===== config.mk =====
export PLATFORM = sky130hd
export DESIGN_NAME = ila_readout_engine
export DESIGN_NICKNAME = d
export VERILOG_FILES = /design/src/rtl/ila_readout_engine.sv
export SDC_FILE = /design/constraint.sdc
export NUM_CORES = 1
export LEC_CHECK = 0
export BUFFER_PORTS_ARGS = -buffer_cell sky130_fd_sc_hd__buf_2
export CAP_MARGIN = 20
export CORE_ASPECT_RATIO = 1.4
export CORE_MARGIN = 2
export CORE_UTILIZATION = 55
export CTS_CLUSTER_DIAMETER = 40
export DETAILED_ROUTE_END_ITERATION = 8
export PLACE_DENSITY = 0.85
export SYNTH_ARGS = -nofsm -noshare
export SYNTH_HDL_FRONTEND = slang
export SYNTH_SLANG_ARGS = --single-unit

===== constraint.sdc =====
create_clock -name clk -period 4.2 [get_ports clk]
set_input_delay 0.21 -clock clk [delete_from_list [all_inputs] [get_ports clk]]
set_output_delay 0.21 -clock clk [all_outputs]
set_load 0.02 [all_outputs]

===== src/rtl/ila_readout_engine.sv =====
// ila_readout_engine
//
// Streams a finished logic-analyzer capture out of the circular capture
// buffer onto a byte-wide valid/ready link. After `start`, all DEPTH samples
// are read in chronological order beginning at `base_ptr`, wrapping at the
// end of the buffer. Each sample goes out least-significant byte first.
//
// Ports:
//   clk       sole clock, also clocks the capture buffer read port
//   rst       synchronous active-high reset
//   start     one-cycle readout request, honoured only when idle
//   base_ptr  address of the oldest sample, captured when start is taken
//   abort     cancels a readout in progress (no done pulse)
//   busy      high while a readout is in progress
//   done      one-cycle pulse after the final byte handshake
//   rd_en     capture buffer read enable
//   rd_addr   capture buffer read address
//   rd_data   capture buffer read data, valid one cycle after rd_en
//   tx_valid  output byte valid
//   tx_ready  sink ready
//   tx_data   output byte
//   tx_last   marks the final byte of the final sample

module ila_readout_engine #(
  parameter int SAMPLE_WIDTH = 32,
  parameter int DEPTH        = 1024
) (
  input  logic                      clk,
  input  logic                      rst,
  input  logic                      start,
  input  logic [$clog2(DEPTH)-1:0]  base_ptr,
  input  logic                      abort,
  output logic                      busy,
  output logic                      done,
  output logic                      rd_en,
  output logic [$clog2(DEPTH)-1:0]  rd_addr,
  input  logic [SAMPLE_WIDTH-1:0]   rd_data,
  output logic                      tx_valid,
  input  logic                      tx_ready,
  output logic [7:0]                tx_data,
  output logic                      tx_last
);

  localparam int ADDR_BITS = $clog2(DEPTH);
  localparam int BYTES     = (SAMPLE_WIDTH + 7) / 8;
  localparam int SHIFT_W   = BYTES * 8;
  localparam int BIDX_W    = (BYTES > 1) ? $clog2(BYTES) : 1;

  localparam logic [BIDX_W-1:0]  BIDX_LAST   = BIDX_W'(BYTES - 1);
  localparam logic [ADDR_BITS:0] SCOUNT_LAST = (ADDR_BITS + 1)'(DEPTH - 1);

  localparam logic [1:0] ST_IDLE  = 2'd0;
  localparam logic [1:0] ST_FETCH = 2'd1;
  localparam logic [1:0] ST_LATCH = 2'd2;
  localparam logic [1:0] ST_SEND  = 2'd3;

  logic [1:0]           state_reg,  state_next;
  logic [ADDR_BITS-1:0] addr_reg,   addr_next;
  logic [ADDR_BITS:0]   scount_reg, scount_next;
  logic [BIDX_W-1:0]    bidx_reg,   bidx_next;
  logic [SHIFT_W-1:0]   shift_reg,  shift_next;
  logic                 done_reg,   done_next;

  // Read data zero-extended to a whole number of bytes so the top byte of a
  // partial-width sample carries zeros in its unused bits.
  logic [SHIFT_W-1:0] rd_data_padded;

  for (genvar gi = 0; gi < SHIFT_W; gi++) begin : g_pad
    if (gi < SAMPLE_WIDTH) begin : g_bit
      assign rd_data_padded[gi] = rd_data[gi];
    end else begin : g_zero
      assign rd_data_padded[gi] = 1'b0;
    end
  end

  always_comb begin
    state_next  = state_reg;
    addr_next   = addr_reg;
    scount_next = scount_reg;
    bidx_next   = bidx_reg;
    shift_next  = shift_reg;
    done_next   = 1'b0;

    if (abort) begin
      // Abort wins over start and over a handshake in the same cycle.
      if (state_reg != ST_IDLE) begin
        state_next = ST_IDLE;
      end
    end else begin
      case (state_reg)
        ST_IDLE: begin
          if (start) begin
            addr_next   = base_ptr;
            scount_next = '0;
            bidx_next   = '0;
            state_next  = ST_FETCH;
          end
        end
        ST_FETCH: begin
          state_next = ST_LATCH;
        end
        ST_LATCH: begin
          // rd_data is valid now, one cycle after the FETCH read.
          shift_next = rd_data_padded;
          bidx_next  = '0;
          state_next = ST_SEND;
        end
        ST_SEND: begin
          if (tx_ready) begin
            shift_next = shift_reg >> 8;
            bidx_next  = bidx_reg + 1'b1;
            if (bidx_reg == BIDX_LAST) begin
              if (scount_reg == SCOUNT_LAST) begin
                state_next = ST_IDLE;
                done_next  = 1'b1;
              end else begin
                scount_next = scount_reg + 1'b1;
                addr_next   = addr_reg + 1'b1; // natural wrap at DEPTH
                state_next  = ST_FETCH;
              end
            end
          end
        end
        default: begin
          state_next = ST_IDLE;
        end
      endcase
    end
  end

  always_ff @(posedge clk) begin
    if (rst) begin
      state_reg  <= ST_IDLE;
      addr_reg   <= '0;
      scount_reg <= '0;
      bidx_reg   <= '0;
      shift_reg  <= '0;
      done_reg   <= 1'b0;
    end else begin
      state_reg  <= state_next;
      addr_reg   <= addr_next;
      scount_reg <= scount_next;
      bidx_reg   <= bidx_next;
      shift_reg  <= shift_next;
      done_reg   <= done_next;
    end
  end

  assign busy     = (state_reg != ST_IDLE);
  assign done     = done_reg;
  assign rd_en    = (state_reg == ST_FETCH);
  assign rd_addr  = addr_reg;
  assign tx_valid = (state_reg == ST_SEND);
  assign tx_data  = shift_reg[7:0];
  assign tx_last  = (state_reg == ST_SEND) && (bidx_reg == BIDX_LAST) &&
                    (scount_reg == SCOUNT_LAST);

endmodule


Word-level counts from Yosys, hierarchy flattened --
Index checks and enable logic that the tools add are counted.
Storage, ports and cells: bits in registers 58, output and inout bits 23
Cells by class: add/sub/neg operators 3, eq/ne operators 13, mux-type cells 23, bitwise logic cells 4, reduce and logical (&&, ||, !) cells 12
Operators by type and width (number):
- $pmux W32 S2 | 1
- $mux W11 | 4
- $mux W10 | 4
- $mux W32 | 1
- $pmux W11 S2 | 1
- $pmux W10 S2 | 1
- $mux W2 | 7
- $add A11 B1 Y11 const B | 1
- $eq A11 B10 Y1 const B | 1
- $add A10 B1 Y10 const B | 1
- $pmux W2 S4 | 1
- $reduce_and A4 Y1 | 2
- $eq A2 B2 Y1 const B | 3
- $ne A2 B1 Y1 const B | 3
- $ne A3 B2 Y1 const B | 2
- $pmux W2 S3 | 1
- $reduce_and A6 Y1 | 1
- $reduce_bool A2 Y1 | 3
- $reduce_or A5 Y1 | 1
- $ne A2 B2 Y1 const B | 2
- $not A1 Y1 | 4
- $ne A3 B3 Y1 const B | 1
- $reduce_and A3 Y1 | 1
- $reduce_bool A3 Y1 | 1
- other kinds (5) | 7

Logic depth before layout (Yosys ltp) --
word-level depth 6, gate-level depth with buffers 8, mapped depth without buffers 6

Least setup slack after synthesis --
No wires, ideal clock.
path kind register to register, start register state_reg[0], end register scount_reg[4], data arrival time 1.915 ns, setup slack 2.154 ns, cell stages (with the launch flop) 9, path buffers 2, period minus slack after synthesis 2.046 ns, cell sequence dfxtp_1 > inv_1 > ha_1 > nor2b_4 > or4_1 > buf_2 > buf_6 > o311ai_1 > o41ai_1
Between the ends: cells in the longest elaborated chain, start to end 3, elaborated cells between the ends (all ways) 9, classes of those cells eq/ne (5); mux (1); reduce/logical (3)
RTL lines:
- start, declared | line 57 | logic [1:0] state_reg, state_next;
- start signal, assigned | line 140 | state_reg <= state_next;
- $eq A2 B2 Y1 or $logic_not A2 Y1 (tied branches) | line 90 | case (state_reg)
- $ne A2 B1 Y1 (no source line) (tied with other cells)
- $reduce_and A6 Y1 (no source line)
- end signal, assigned | line 142 | scount_reg <= scount_next;
- end, declared | line 59 | logic [ADDR_BITS:0] scount_reg, scount_next;
Several ways; a longest one is shown, not always the timed one. A chain may end at the register's enable or synchronous reset.

Final worst setup path --
start register state_reg[0], end register addr_reg[7] (netlist: rd_addr[7])
Between the ends: cells in the longest elaborated chain, start to end 3, elaborated cells between the ends (all ways) 9, classes of those cells eq/ne (5); mux (1); reduce/logical (3)
RTL lines:
- $eq A2 B2 Y1 or $logic_not A2 Y1 (tied branches) | line 90
- $ne A2 B1 Y1 (no source line) (tied with other cells)
- $reduce_and A6 Y1 (no source line)
- end signal, assigned | line 141 | addr_reg <= addr_next;
- end, declared | line 58 | logic [ADDR_BITS-1:0] addr_reg, addr_next;
Several ways; a longest one is shown, not always the timed one.

==> impl_metrics.json <==
{
  "fin_total_pwr_mw": 1.27,
  "worstMarginPinSlew_ns": 0.928,
  "cts_made_buffers": 9,
  "holdBufCountCts": 0,
  "async_flop_share_pct": 0,
  "gp_congestion": 0.879,
  "ctsLongestPathBuffers": 2,
  "n_fill_cell": 459,
  "maxCapViolations": 0,
  "synth_edf_count": 0,
  "cts_htree_levels": 3,
  "grt_overflow": 0,
  "rsz0062_at_grt": "no",
  "p_clk_share_pct": 39.7,
  "synth_area_leader_cell": "dfxtp_1",
  "final_cell_area_um2": 3550,
  "hold_path.class": "in2reg",
  "drt_pass1_iterations": 6,
  "grt_pass1_vias": 2505,
  "startpoint_type": "register",
  "coreArea_um2": 5450,
  "internal-power_mw": 0.913,
  "status": "complete, no violations",
  "largest_register_ff_count": 32,
  "fin_nets": 455,
  "hpwl_um": 4790,
  "finalMaxSlewViolations": 0,
  "peakVddDrop_uv": 203,
  "setup-violations-final": 0,
  "fmax_mhz": 417,
  "diodes": 0,
  "antenna_found_initial": 0,
  "power.switching_mw": 0.356,
  "path_max_fanout": 8,
  "crit_cells": 6,
  "grt_pass1_wl_um": 11500,
  "dieArea_um2": 6210,
  "crit_end": "rd_addr[7]",
  "grt_use_total_pct": 23.6,
  "r2r-end": "rd_addr[7]",
  "r2r_setup_slack_ns": 1.80,
  "vias": 2855,
  "post-cts-setup-buffers": 0,
  "grt_max_degree": 57,
  "finalCritPeriodShare_pct": 57.1,
  "crit_path_cell_trace": "inv_1 > ha_1 > nor2b_4 > nor4_2 > nand2_1 > o32ai_1",
  "syn2layout_area_growth_pct": 15.7,
  "seq_area_frac_synth_pct": 37.8,
  "setup_tns_ns": 0,
  "ys_types": 51,
  "slowest_delay_ns": 0.80,
  "skew_ns": 0.00480,
  "drive_above_1_share_pct": 23.2,
  "holdWs_ns": 0.162,
  "synth_flop_cell": "dfxtp_1",
  "clock-sinks": 58,
  "path_delay_family": "simple AND/OR/NAND/NOR gates",
  "synth_area_leaders": "dfxtp_1 38%, mux2i_1 8.8%, a211oi_1 6.4%, nor2_1 5.3%, a21oi_1 3.4%",
  "path_clk_slew_ns": 0.07,
  "yosysWarnings": 0,
  "syn_avg_cell_area_um2": 8.68,
  "drt-wirelength-per-cell_um": 15.2,
  "synth_nets": 409,
  "slew_headroom_pct": 37.6,
  "crit_type": "reg2reg",
  "cp.arrival_ns": 2.64,
  "ant_nets": 0,
  "crit_slowest_cell": "nor4_2",
  "viasPerCell": 6.04,
  "root_buffer": "clkbuf_8",
  "synth_cells": 354,
  "combPwrFrac_pct": 13.8,
  "drc": 0,
  "cts_resized": 0,
  "dpl_cell_area_um2": 3340,
  "cp_num_buf_inv": 1,
  "p_leak_nw": 1.33,
  "swShare_pct": 28.1,
  "die_x_um": 67.2,
  "clock_latency_ns": 0.34,
  "end_kind": "register",
  "worstRegToRegCells": 6,
  "die_h_um": 92.4,
  "synth-seq-cells": 58,
  "start_util_pct": 56.4,
  "port_buffers": 69,
  "r2r-start": "state_reg[0]",
  "io_pins": 70,
  "critPathLaunch": "state_reg[0]",
  "period_minus_slack_ns": 2.40,
  "netlist_area_um2": 3070,
  "powerDensity_nw_per_um2": 357,
  "placementRows": 32,
  "cts_tree": "done",
  "synth_top_area_share_pct": 37.8,
  "wl_um": 7210,
  "hold_viol": 0,
  "drt_iter0_markers": 142,
  "required_ns": 4.45,
  "p_seq_share_pct": 46.5
}
==> cells in the mapped netlist, types with 9 or more instances <==
cell / count
clkbuf_1: 16
nor2_1: 43
dfxtp_1: 58
nor4b_1: 9
mux2i_1: 27
a211oi_1: 26
nand2_1: 17
o21ai_0: 9
a21oi_1: 21
buf_2: 12
nand3_1: 15
==> stage by stage <==
| stage | setup WS [ns] | cells | utilization, % |
|---|---|---|---|
| after floorplan | 2.15 | 354 | - |
| after global placement | 1.89 | 456 | 61.3 |
| after detailed placement | 1.78 | 456 | 61.3 |
| after CTS | 1.74 | 472 | 64.9 |
| after global routing | 1.68 | 473 | 65.3 |
| final | 1.80 | 473 | 65.3 |
==> power groups by stage <==
stage | Clock, mW | Combinational, mW | Sequential [mW]
after CTS | 0.514 | 0.174 | 0.589
after detailed placement | 0 | 0.172 | 0.602
after global routing | 0.538 | 0.193 | 0.592
after floorplan | 0 | 0.114 | 0.608
after global placement | 0 | 0.169 | 0.601
final | 0.504 | 0.175 | 0.590
==> worst min-delay path by stage <==
stage | from | slack, ns | endpoint | cells after the start
5_1_grt | tx_ready | 0.17 | done | 2
2_1_floorplan | tx_ready | 0.36 | done | 1
6_report | tx_ready | 0.16 | done | 2
4_1_cts | tx_ready | 0.16 | done | 2
3_3_place_gp | scount_reg[10] | 0.42 | scount_reg[10] | 2
3_5_place_dp | scount_reg[10] | 0.44 | scount_reg[10] | 2
==> placed cells by master, fill, tap and decap left out, types with 7 or more instances in the layout <==
cell / n
a21oi_1: 20
nand2_1: 17
clkbuf_8: 9
nand3_1: 15
mux2i_1: 27
dfxtp_1: 58
nor4b_1: 9
inv_1: 8
ha_1: 7
nand4_1: 7
nor2_1: 43
o21ai_0: 9
buf_2: 69
a211oi_1: 26
==> area by class of cell <==
class	instances	area (µm²)	area share, %
tap	68	85.1	2.39
sequential	58	1160	32.7
timing repair buffer	72	380	10.7
clock buffer	9	124	3.49
multi-input combinational	251	1700	47.9
inverter	8	30.0	0.845
clock inverter	7	70.1	1.97
==> layer usage <==
layer / part of all wire (%) / track usage (%) / routed length [µm]
met1: 44 / 30.1 / 3170
met2: 50 / 38.6 / 3600
met3: 4.9 / 3.28 / 351
met4: 1.4 / 10.7 / 99
met5: 0 / 0 / 0
==> kinds of logic (layout without fill, tap and decap cells) <==
family,Yosys count,count (layout),synth area share (%)
adder cells (fa/ha/maj),8,8,3.26
flip-flops,58,58,37.8
multiplexers,27,27,8.80
AO/OA/AOI/OAI,93,93,21.1
buffers and inverters,45,96,7.21
AND/OR/NAND/NOR,122,122,21.5
XOR/XNOR,1,1,0.285
(Power assumes the default switching activity.)
